**config.mk**
```make
export PLATFORM = sky130hd
export DESIGN_NAME = cue_driver
export DESIGN_NICKNAME = d
export VERILOG_FILES = /design/src/rtl/bopit_pkg.sv /design/src/rtl/ms_timebase.sv /design/src/rtl/cue_driver.sv
export SDC_FILE = /design/constraint.sdc
export NUM_CORES = 1
export LEC_CHECK = 0
export ABC_AREA = 1
export BUFFER_PORTS_ARGS = -buffer_cell sky130_fd_sc_hd__buf_2
export CAP_MARGIN = 0
export CORE_AREA = 3 3 73 75
export CTS_BUF_LIST = sky130_fd_sc_hd__clkbuf_16
export DETAILED_ROUTE_END_ITERATION = 8
export DIE_AREA = 0 0 76 78
export PLACE_DENSITY = 0.79
export SETUP_SLACK_MARGIN = 0.1
export SLEW_MARGIN = 20
export SYNTH_ARGS = -nofsm -noshare
export SYNTH_HDL_FRONTEND = slang
export SYNTH_SLANG_ARGS = --single-unit
```
**constraint.sdc**
```tcl
create_clock -name clk -period 3.16 [get_ports clk]
set_clock_uncertainty 0.2 [all_clocks]
set_input_delay 0.474 -clock clk [delete_from_list [all_inputs] [get_ports clk]]
set_output_delay 0.474 -clock clk [all_outputs]
set_load 0.1 [all_outputs]
```
**src/rtl/bopit_pkg.sv**
```systemverilog
// Shared definitions for the bop-it board: clock/timebase constants and the
// cue driver state encoding.
package bopit_pkg;

  localparam int CLK_HZ   = 100_000_000;
  localparam int MS_TICKS = CLK_HZ / 1000;

  typedef enum logic [1:0] {
    IDLE = 2'd0,
    ON   = 2'd1,
    GAP  = 2'd2
  } cue_state_e;

endpackage

```
**src/rtl/ms_timebase.sv**
```systemverilog
// Clearable TICK_CYCLES divider; tick_o is a one-cycle pulse on the last
// cycle of each period while enabled.
module ms_timebase import bopit_pkg::*; #(
  parameter int TICK_CYCLES = MS_TICKS
) (
  input  logic clk_i,
  input  logic rst_i,
  input  logic clr_i,
  input  logic en_i,
  output logic tick_o
);

  localparam int CNT_W = (TICK_CYCLES > 1) ? $clog2(TICK_CYCLES) : 1;
  localparam logic [CNT_W-1:0] CNT_LAST = CNT_W'(TICK_CYCLES - 1);
  localparam logic [CNT_W-1:0] CNT_ONE  = CNT_W'(1);

  logic [CNT_W-1:0] cnt_q, cnt_d;

  assign tick_o = en_i && (cnt_q == CNT_LAST);

  always_comb begin
    cnt_d = cnt_q;
    if (clr_i) begin
      cnt_d = '0;
    end else if (en_i) begin
      cnt_d = tick_o ? '0 : cnt_q + CNT_ONE;
    end
  end

  always_ff @(posedge clk_i or posedge rst_i) begin
    if (rst_i) cnt_q <= '0;
    else       cnt_q <= cnt_d;
  end

endmodule

```
**src/rtl/cue_driver.sv**
```systemverilog
// Timed indicator driver: turns a cue request into an on-time drive on one
// output followed by a blanking gap. Optional blink mode: CUE_DRIVER_BLINK_EN.
//
// state | meaning
// IDLE  | ready for a cue; cue_done may pulse here
// ON    | driving out_drv[sel] for dur ms
// GAP   | outputs blank for GAP_MS ms
module cue_driver import bopit_pkg::*; #(
  parameter int TICK_CYCLES = MS_TICKS,
  parameter int N_OUT       = 4,
  parameter int SEL_W       = 2,
  parameter int DUR_W       = 10,
  parameter int GAP_MS      = 50,
  parameter int BLINK_MS    = 100
) (
  input  logic             clk,
  input  logic             rst,
  input  logic             cue_valid,
  output logic             cue_ready,
  input  logic [SEL_W-1:0] cue_sel,
  input  logic [DUR_W-1:0] cue_dur_ms,
  input  logic             cue_abort,
  output logic [N_OUT-1:0] out_drv,
  output logic             busy,
  output logic             cue_done
);

  localparam logic [DUR_W-1:0] MS_ONE   = DUR_W'(1);
  localparam logic [DUR_W-1:0] GAP_LAST = (GAP_MS > 0) ? DUR_W'(GAP_MS - 1) : '0;

  cue_state_e       state_q, state_d;
  logic [SEL_W-1:0] sel_q, sel_d;
  logic [DUR_W-1:0] dur_q, dur_d;
  logic [DUR_W-1:0] ms_q, ms_d;
  logic [N_OUT-1:0] out_q, out_d;
  logic             done_q, done_d;
  logic             accept, tick, tb_clr, drive_en;

  function automatic logic [N_OUT-1:0] sel_onehot(input logic [SEL_W-1:0] s);
    logic [N_OUT-1:0] v;
    v = '0;
    // Selects at or beyond N_OUT match nothing and leave the drive at zero.
    for (int i = 0; i < N_OUT; i++) begin
      if (s == SEL_W'(i)) v[i] = 1'b1;
    end
    return v;
  endfunction

  assign cue_ready = (state_q == IDLE) && !cue_abort;
  assign accept    = cue_valid && cue_ready;
  assign busy      = (state_q != IDLE);
  assign out_drv   = out_q;
  assign cue_done  = done_q;
  assign tb_clr    = accept || (state_d != state_q);

  ms_timebase #(.TICK_CYCLES(TICK_CYCLES)) u_ms_timebase (
    .clk_i  (clk),
    .rst_i  (rst),
    .clr_i  (tb_clr),
    .en_i   (busy),
    .tick_o (tick)
  );

  always_comb begin
    state_d = state_q;
    sel_d   = sel_q;
    dur_d   = dur_q;
    ms_d    = ms_q;
    done_d  = 1'b0;
    case (state_q)
      IDLE: begin
        if (accept) begin
          sel_d = cue_sel;
          dur_d = cue_dur_ms;
          ms_d  = '0;
          if (cue_dur_ms != '0)  state_d = ON;
          else if (GAP_MS != 0)  state_d = GAP;
          else                   done_d  = 1'b1;
        end
      end
      ON: begin
        if (cue_abort) begin
          state_d = IDLE;
          ms_d    = '0;
        end else if (tick) begin
          if (ms_q + MS_ONE == dur_q) begin
            ms_d = '0;
            if (GAP_MS != 0) begin
              state_d = GAP;
            end else begin
              state_d = IDLE;
              done_d  = 1'b1;
            end
          end else begin
            ms_d = ms_q + MS_ONE;
          end
        end
      end
      GAP: begin
        if (cue_abort) begin
          state_d = IDLE;
          ms_d    = '0;
        end else if (tick) begin
          if (ms_q == GAP_LAST) begin
            state_d = IDLE;
            ms_d    = '0;
            done_d  = 1'b1;
          end else begin
            ms_d = ms_q + MS_ONE;
          end
        end
      end
      default: begin
        state_d = IDLE;
        ms_d    = '0;
      end
    endcase
    out_d = (state_d == ON && drive_en) ? sel_onehot(sel_d) : '0;
  end

`ifdef CUE_DRIVER_BLINK_EN
  localparam logic [DUR_W-1:0] BLINK_LAST = DUR_W'(BLINK_MS - 1);

  logic [DUR_W-1:0] blink_q, blink_d;
  logic             phase_q, phase_d;

  // Phase is evaluated for the next cycle so the toggle lands right after a tick.
  always_comb begin
    blink_d = blink_q;
    phase_d = phase_q;
    if (accept) begin
      blink_d = '0;
      phase_d = 1'b1;
    end else if (state_q == ON && tick) begin
      if (blink_q == BLINK_LAST) begin
        blink_d = '0;
        phase_d = !phase_q;
      end else begin
        blink_d = blink_q + MS_ONE;
      end
    end
  end

  always_ff @(posedge clk or posedge rst) begin
    if (rst) begin
      blink_q <= '0;
      phase_q <= 1'b0;
    end else begin
      blink_q <= blink_d;
      phase_q <= phase_d;
    end
  end

  assign drive_en = phase_d;
`else
  assign drive_en = 1'b1;
`endif

  always_ff @(posedge clk or posedge rst) begin
    if (rst) begin
      state_q <= IDLE;
      sel_q   <= '0;
      dur_q   <= '0;
      ms_q    <= '0;
      out_q   <= '0;
      done_q  <= 1'b0;
    end else begin
      state_q <= state_d;
      sel_q   <= sel_d;
      dur_q   <= dur_d;
      ms_q    <= ms_d;
      out_q   <= out_d;
      done_q  <= done_d;
    end
  end

endmodule
```
==> impl_results.md, run 1 <==
- Setup crit end kind: flop
- Cell area after synthesis: 2850 µm²
- Startpoint class of the critical path: flop
- Cell family with most CP delay: simple AND/OR/NAND/NOR gates
- FILL cells: 391
- H-tree levels: 2
- # IOs: 23
- CP cell instances: inv_1 -> ha_1 -> inv_4 -> nor2_4 -> nand2_1 -> clkinvlp_4 -> nor2_1 -> a21boi_0 -> nand2_2 -> nand2_1 -> nand2_1 -> nand2_2 -> nand2_4 -> nor2_1
- Core area: 4720 µm²
- DRT iter0 DRCs: 182
- PwrDens: 699 nW/µm²
- Initial Util: 60.3%
- Port Buffers: 22
- Hold path depth: 3
- Root buffer cell: clkbuf_16
- Syn avg cell area: 7.43 µm²
- Final GP Congestion: 0.853
- Vias in the first global route: 2446
- Die Span X: 76 µm
- Antenna diodes: 0
- Final hold violation count: 0
- Max Freq: 355 MHz
- CP most frequent cell: nand2_1
- CTS Buf Count: 5
- Relative slew slack: 36.9%
- Share of cells above drive strength 1: 17.6%
- Die height: 78 µm
- Leakage: 1.48 nW
- Clock Latency Late Sink: 0.29 ns
- Nets: 432
- First-pass GRT wire length: 10900 µm
- RSZ-0062 raised after global routing: no
- Post-layout min period: 2.82 ns
- FF+latch count, synth: 46
- Register area share after synthesis: 40.4%
- Crit path buf inv count: 3
- Via density: 5.27
- Async SR Flop Fraction: 100%
- Synthesized instance count: 383
- Distinct cell type count of the synthesized netlist: 36
- Clock sink count: 46
- Area growth from synthesis to layout: 11.7%
- Max-capacitance violation count: 0
- Crit Path Max Fanout: 17
- Syn_nets: 406
- Worst slew pin tran: 0.945 ns
- R2R cell count: 14
- Initial antenna violation count: 0
- Clock transition at the registers of the reported paths: 0.06 ns
- Remaining Overflow, GRT: 0
- Slew Viols, Final: 0
- Routed wire length: 6110 µm
- CP max-delay cell: dfrtp_1
- Std cell rows: 25
- Status: complete, no violations
- Crit-path max cell delay: 0.43 ns
- Post-CTS Hold Buffers: 0
- Hold Path Class: in2reg
- CTS tree: built
- Fin crit share: 89.2%
- Final setup fails: 0
- TritonRoute pass-1 iters: 4
- Longest Clk Path Bufs: 2
- TNS Setup: 0 ns
- Hold_ws: 0.195 ns
- Die area: 5930 µm²
- Crit Path Class: reg2reg
- Warnings from Yosys: 0
- Gr usage total: 22.5%
- Critical path arrival: 2.78 ns
- Post-synth top flop: dfrtp_1
- Number of synthesized flops with an enable pin: 0
- Largest net degree at the start of global routing: 47
- CP Depth: 14
- Final ANT Viol Nets: 0
- HPWL Detailed: 4570 µm
- DRC viols: 0
- Routed via count: 2515
- Worst Path Required: 3.12 ns
- Per-cell routed wire length: 12.8 µm
- Worst ir drop on vdd: 0.637 mV
## cells in the mapped netlist (all sizes together) (6+ instances only)
library cell | count | area [µm²]
nand2 | 105 | 422
inv | 56 | 210
nor2 | 48 | 223
dfrtp | 46 | 1150
nand3 | 24 | 135
o21ai | 22 | 114
nor3 | 15 | 90.1
nand4 | 10 | 62.6
o22ai | 9 | 56.3
a21oi | 8 | 51.3
ha | 7 | 87.6
nor4 | 6 | 37.5
xor2 | 6 | 52.6
## per-stage QoR
stage | cells | utilization [%] | instance area [µm²] | worst slack (ns) | power [mW]
final | 477 | 67.3 | 3180 | 0.342 | 2.22
after global routing | 477 | 67.3 | 3180 | 0.115 | 2.37
after CTS | 476 | 67.1 | 3170 | 0.235 | 2.23
after detailed placement | 468 | 64.1 | 3030 | 0.298 | 1.72
after global placement | 468 | 64.1 | 3030 | 0.443 | 1.69
after floorplan | 383 | - | 2860 | 0.120 | 1.54
## timing repair
item	in CTS	in global routing
resized for setup	0	1
buffers inserted	0	1
setup endpoints to repair	0	17
hold endpoints to repair	0	0
## flip-flops by register name, indices dropped and copies added, names as in the netlist
signal               cells
u_ms_timebase.cnt_q     17
dur_q                   10
ms_q                    10
out_drv                  4
sel_q                    2
state_q                  2
cue_done                 1
## worst register-to-register path, stage by stage (launching register included)
cell        delay (ns)
dfrtp_1           0.43
inv_1             0.12
ha_1              0.26
inv_4             0.13
nor2_4            0.05
nand2_1           0.22
clkinvlp_4        0.30
nor2_1            0.20
a21boi_0          0.14
nand2_2           0.11
nand2_1           0.09
nand2_1           0.09
nand2_2           0.06
nand2_4           0.22
nor2_1            0.08
## cell type report
| class | count | area (µm²) | area share [%] |
|---|---|---|---|
| multi-input cells | 274 | 1450 | 45.5 |
| inverters | 56 | 216 | 6.81 |
| clock inverters | 3 | 17.5 | 0.551 |
| clock buffers | 5 | 125 | 3.93 |
| flip-flops and latches | 46 | 1150 | 36.2 |
| repair buffers | 26 | 140 | 4.41 |
| well taps | 67 | 83.8 | 2.64 |
## logic make-up after synthesis
family / Yosys count / synth area share, %
buffers and inverters: 63 / 9.01
xor gates and xnor gates: 7 / 2.15
and+or+nand+nor: 216 / 36.1
adders and majority gates: 7 / 3.08
muxes: 1 / 0.352
DFF: 46 / 40.4
AOI/OAI and AO/OA: 43 / 8.88
## routing by layer
layer  vias to the layer above  GRT usage [%]  routed length, µm
met2                        63           37.6               2750
met4                         0           7.25                 93
met3                        10           4.29                294
li1                       1296              -                  -
met5                         -              0                  0
met1                      1146           29.7               2980
## cell usage in the layout (no fill, tap or decap), drive strengths merged, types with 2 or more instances in the layout
master / count
clkinv: 2
nand2: 105
nand3b: 5
nor2: 48
buf: 26
inv: 56
clkbuf: 5
ha: 7
nand4: 10
a21oi: 8
nor4: 6
or2: 2
nand3: 24
nor3: 15
o22ai: 9
o21ai: 22
xor2: 6
dfrtp: 46
## path summary, 6_finish.rpt
| kind | from | to | slack [ns] |
|---|---|---|---|
| max in group asynchronous | rst | dur_q[9]$_DFFE_PP0P_ | 1.96 |
| min in group asynchronous | rst | cue_done$_DFF_PP0_ | 0.20 |
| hold / removal | cue_dur_ms[5] | dur_q[5]$_DFFE_PP0P_ | 0.19 |
| setup reg to reg | state_q[0]$_DFF_PP0_ | u_ms_timebase.cnt_q[0]$_DFFE_PP0P_ | 0.34 |
| setup / recovery | state_q[0]$_DFF_PP0_ | u_ms_timebase.cnt_q[0]$_DFFE_PP0P_ | 0.34 |
| hold reg to reg | dur_q[2]$_DFFE_PP0P_ | dur_q[2]$_DFFE_PP0P_ | 0.32 |
## power by group
group / switching [mW] / internal [mW]
clock: 0.214 / 0.290
combinational: 0.660 / 0.257
sequential: 0.0969 / 0.706
total: 0.970 / 1.25
Power figures use the tool's default switching activity.
==> run 2, diff against run 1 <==
- ABC_AREA: 1 -> not set
- CORE_AREA: 3 3 73 75 -> 3 3 72 74
- DIE_AREA: 0 0 76 78 -> 0 0 75 77
- PLACE_DENSITY: 0.79 -> 0.78
==> run 2 against run 1 <==
Utilization down 1.4 points. Wire length is 7.1% lower. Final cell count is 23% lower. Critical endpoint is now u_ms_timebase.cnt_q[11]$_DFFE_PP0P_. Worst hold slack got worse by 0.0090 ns. Critical path type unchanged.
==> impl_results.md, run 2 <==
- Register area share after synthesis: 41.8% (+1.4 points)
- Initial Util: 59.1% (-1.2 points)
- Warnings from Yosys: 0 (unchanged)
- Number of synthesized flops with an enable pin: 0 (unchanged)
- Initial antenna violation count: 0 (unchanged)
- Setup Buffers After CTS: 0 (unchanged)
- Most common cell in the synthesized netlist: dfrtp_1
- Die height: 77 µm (-1.3%)
- Largest registers: u_ms_timebase.cnt_q x17, dur_q x10, ms_q x10
- CTS tree: built
- PwrDens: 748 nW/µm² (+7.0%)
- Die Span X: 75 µm (-1.3%)
- Status: complete, no violations
- Slew Viols, Final: 0 (unchanged)
- Share of cells above drive strength 1: 17.9% (+0.33 points)
- FF+latch count, synth: 46 (unchanged)
- Leakage: 1.32 nW (-10%)
- TritonRoute pass-1 iters: 4 (unchanged)
- Syn avg cell area: 9.46 µm² (+27%)
- Final Instance Area: 3070 µm² (-3.3%)
- Fin crit share: 89.4% (+0.19 points)
- Worst ir drop on vdd: 0.794 mV (+25%)
- FILL cells: 348 (-11%)
- HPWL Detailed: 4190 µm (-8.5%)
- Longest Clk Path Bufs: 2 (unchanged)
- Per-cell routed wire length: 15.5 µm (+21%)
- DRT iter0 DRCs: 155 (-15%)
- Most frequent cells in the layout: 46 x dfrtp_1, 32 x nor2_1, 23 x nand2_1
- Via density: 5.90 (+12%)
- Yosys top cell by area: dfrtp_1
- Most common cell after layout, fill and taps aside: dfrtp_1
- Final hold violation count: 0 (unchanged)
- Die area: 5780 µm² (-2.6%)
- Post-layout min period: 2.82 ns (+0.00606 ns)
- Worst Path Required: 3.12 ns (about the same)
- Synthesized instance count: 291 (-24%)
- Root buffer cell: clkbuf_16
- Post-synth top area share: 41.8% (+1.4 points)
- Multi-input gate area: 1490 µm² (+3.0%)
- Most flops, register: u_ms_timebase.cnt_q
- Crit Path Class: reg2reg
- Largest net degree at the start of global routing: 47 (unchanged)
- Clock Latency Late Sink: 0.28 ns (about the same)
- Crit Path Max Fanout: 8 (-9)
- Vias in the first global route: 1953 (-20%)
- CTS Buf Count: 5 (unchanged)
- Nets: 335 (-22%)
- First-pass GRT wire length: 9570 µm (-12%)
- DRC viols: 0 (unchanged)
- Antenna diodes: 0 (unchanged)
- Routed via count: 2166 (-14%)
- Startpoint class of the critical path: flop
- Distinct cell type count of the synthesized netlist: 48 (+33%)
- Hold Path Class: in2async
- RSZ-0062 raised after global routing: no
- Clock transition at the registers of the reported paths: 0.07 ns (about the same)
- Std cell rows: 25 (unchanged)
- Max Freq: 354 MHz (-0.21%)
- Setup crit end kind: flop
- Post-CTS Hold Buffers: 0 (unchanged)
- Critical path arrival: 2.78 ns (about the same)
- Largest cells by area after synthesis: dfrtp_1 42%, mux2_2 4.5%, nor2_1 4.4%, xnor2_1 4.1%, xor2_1 4.1%
- Remaining Overflow, GRT: 0 (unchanged)
- FF/Latch Area: 1150 µm² (unchanged)
- Clock sink count: 46 (unchanged)
- Max-capacitance violation count: 0 (unchanged)
- Core area: 4660 µm² (-1.3%)
- Final setup fails: 0 (unchanged)
- Final GP Congestion: 0.912 (+6.9%)
- Top post-synthesis cells by count: 46 x dfrtp_1, 32 x nor2_1, 23 x nand2_1
- Area growth from synthesis to layout: 11.6% (about the same)
- Routed wire length: 5680 µm (-7.1%)
- Final ANT Viol Nets: 0 (unchanged)
- TNS Setup: 0 ns (unchanged)
- Post-synth top flop: dfrtp_1
- # IOs: 23 (unchanged)
- Syn_nets: 314 (-23%)
- Hold_ws: 0.186 ns (-0.00898 ns)
- Port Buffers: 22 (unchanged)
- Gr usage total: 21.4% (-1.2 points)
- Dpl cell area: 2900 µm² (-4.3%)
- Worst slew pin tran: 0.911 ns (-0.0348 ns)
- Cell area after synthesis: 2750 µm² (-3.3%)
- Relative slew slack: 39.2% (+2.3 points)
- H-tree levels: 2 (unchanged)
- Async SR Flop Fraction: 100% (unchanged)
- Largest register FFs: 17 (unchanged)
-- run 2: changes by cell type after synthesis, moves of 6 or more --
cell     delta
nand2_1    -73
inv_1      -35
nor2_2     -13
xnor2_1    +12
mux2_2     +11
nand3_1    -11
o21ai_0     -9
nand2_2     -8
a21oi_1     +7
xor2_1      +7
nor2b_1     +6
o22ai_1     -6
-- run 2: worst paths after layout --
kind                                 startpoint                                  end  cells past startpoint  slack [ns]
max in group asynchronous                   rst                  ms_q[0]$_DFFE_PP0P_                      2        2.00
hold / removal                              rst   u_ms_timebase.cnt_q[5]$_DFFE_PP0P_                      2        0.19
hold reg to reg            dur_q[0]$_DFFE_PP0P_                 dur_q[0]$_DFFE_PP0P_                      1        0.33
setup / recovery            ms_q[0]$_DFFE_PP0P_  u_ms_timebase.cnt_q[11]$_DFFE_PP0P_                      8        0.34
setup reg to reg            ms_q[0]$_DFFE_PP0P_  u_ms_timebase.cnt_q[11]$_DFFE_PP0P_                      8        0.34
min in group clk                  cue_dur_ms[0]                 dur_q[0]$_DFFE_PP0P_                      2        0.24
-- run 2: cell families after synthesis --
kind of cell             share of synthesized area [%]
multiplexers                                      6.32
buffers and inverters                             4.63
AO/OA/AOI/OAI                                     12.3
flip-flops                                        41.8
XOR/XNOR                                          8.27
adder cells (fa/ha/maj)                           3.18
AND/OR/NAND/NOR                                   23.5
-- run 2: routing by layer --
layer  wire, µm  share of wire (%)  GRT usage (%)
met1       2640                 46           30.5
met3        294                5.2           4.33
met2       2700                 47           32.8
met4         50               0.88           5.69
met5          0                  0              0
-- run 2: cell type report --
| cell class | count | area share (%) |
|---|---|---|
| clock buffer | 5 | 4.07 |
| clock inverter | 3 | 1.42 |
| inverter | 19 | 2.32 |
| multi-input combinational | 216 | 48.5 |
| sequential | 46 | 37.4 |
| tap | 54 | 2.20 |
| timing repair buffer | 24 | 4.07 |
-- run 2: worst max-delay path, stage by stage (launching register included) --
cell	delay (ns)
dfrtp_1	0.47
ha_1	0.31
and4_1	0.30
nand4_2	0.16
a22o_1	0.25
a2111oi_4	0.37
nand3_2	0.21
o31ai_1	0.35
nor2_1	0.09
-- run 2: timing repair --
item,in CTS,in global routing
gates resized for setup,0,1
setup endpoints to repair,0,9
hold endpoints to repair,0,0
-- run 2: power by group --
part	internal, mW	switching [mW]
Sequential	0.714	0.113
Clock	0.374	0.217
Combinational	0.290	0.592
Total	1.38	0.922
-- run 2: metrics by stage --
step | cells | power, mW | setup slack, ns | util, %
4_1_cts | 367 | 2.30 | 0.279 | 65.8
2_1_floorplan | 291 | 1.53 | 0.307 | -
3_3_place_gp | 359 | 1.68 | 0.392 | 62.2
6_report | 367 | 2.30 | 0.336 | 66.0
3_5_place_dp | 359 | 1.70 | 0.340 | 62.2
5_1_grt | 367 | 2.44 | 0.149 | 66.0
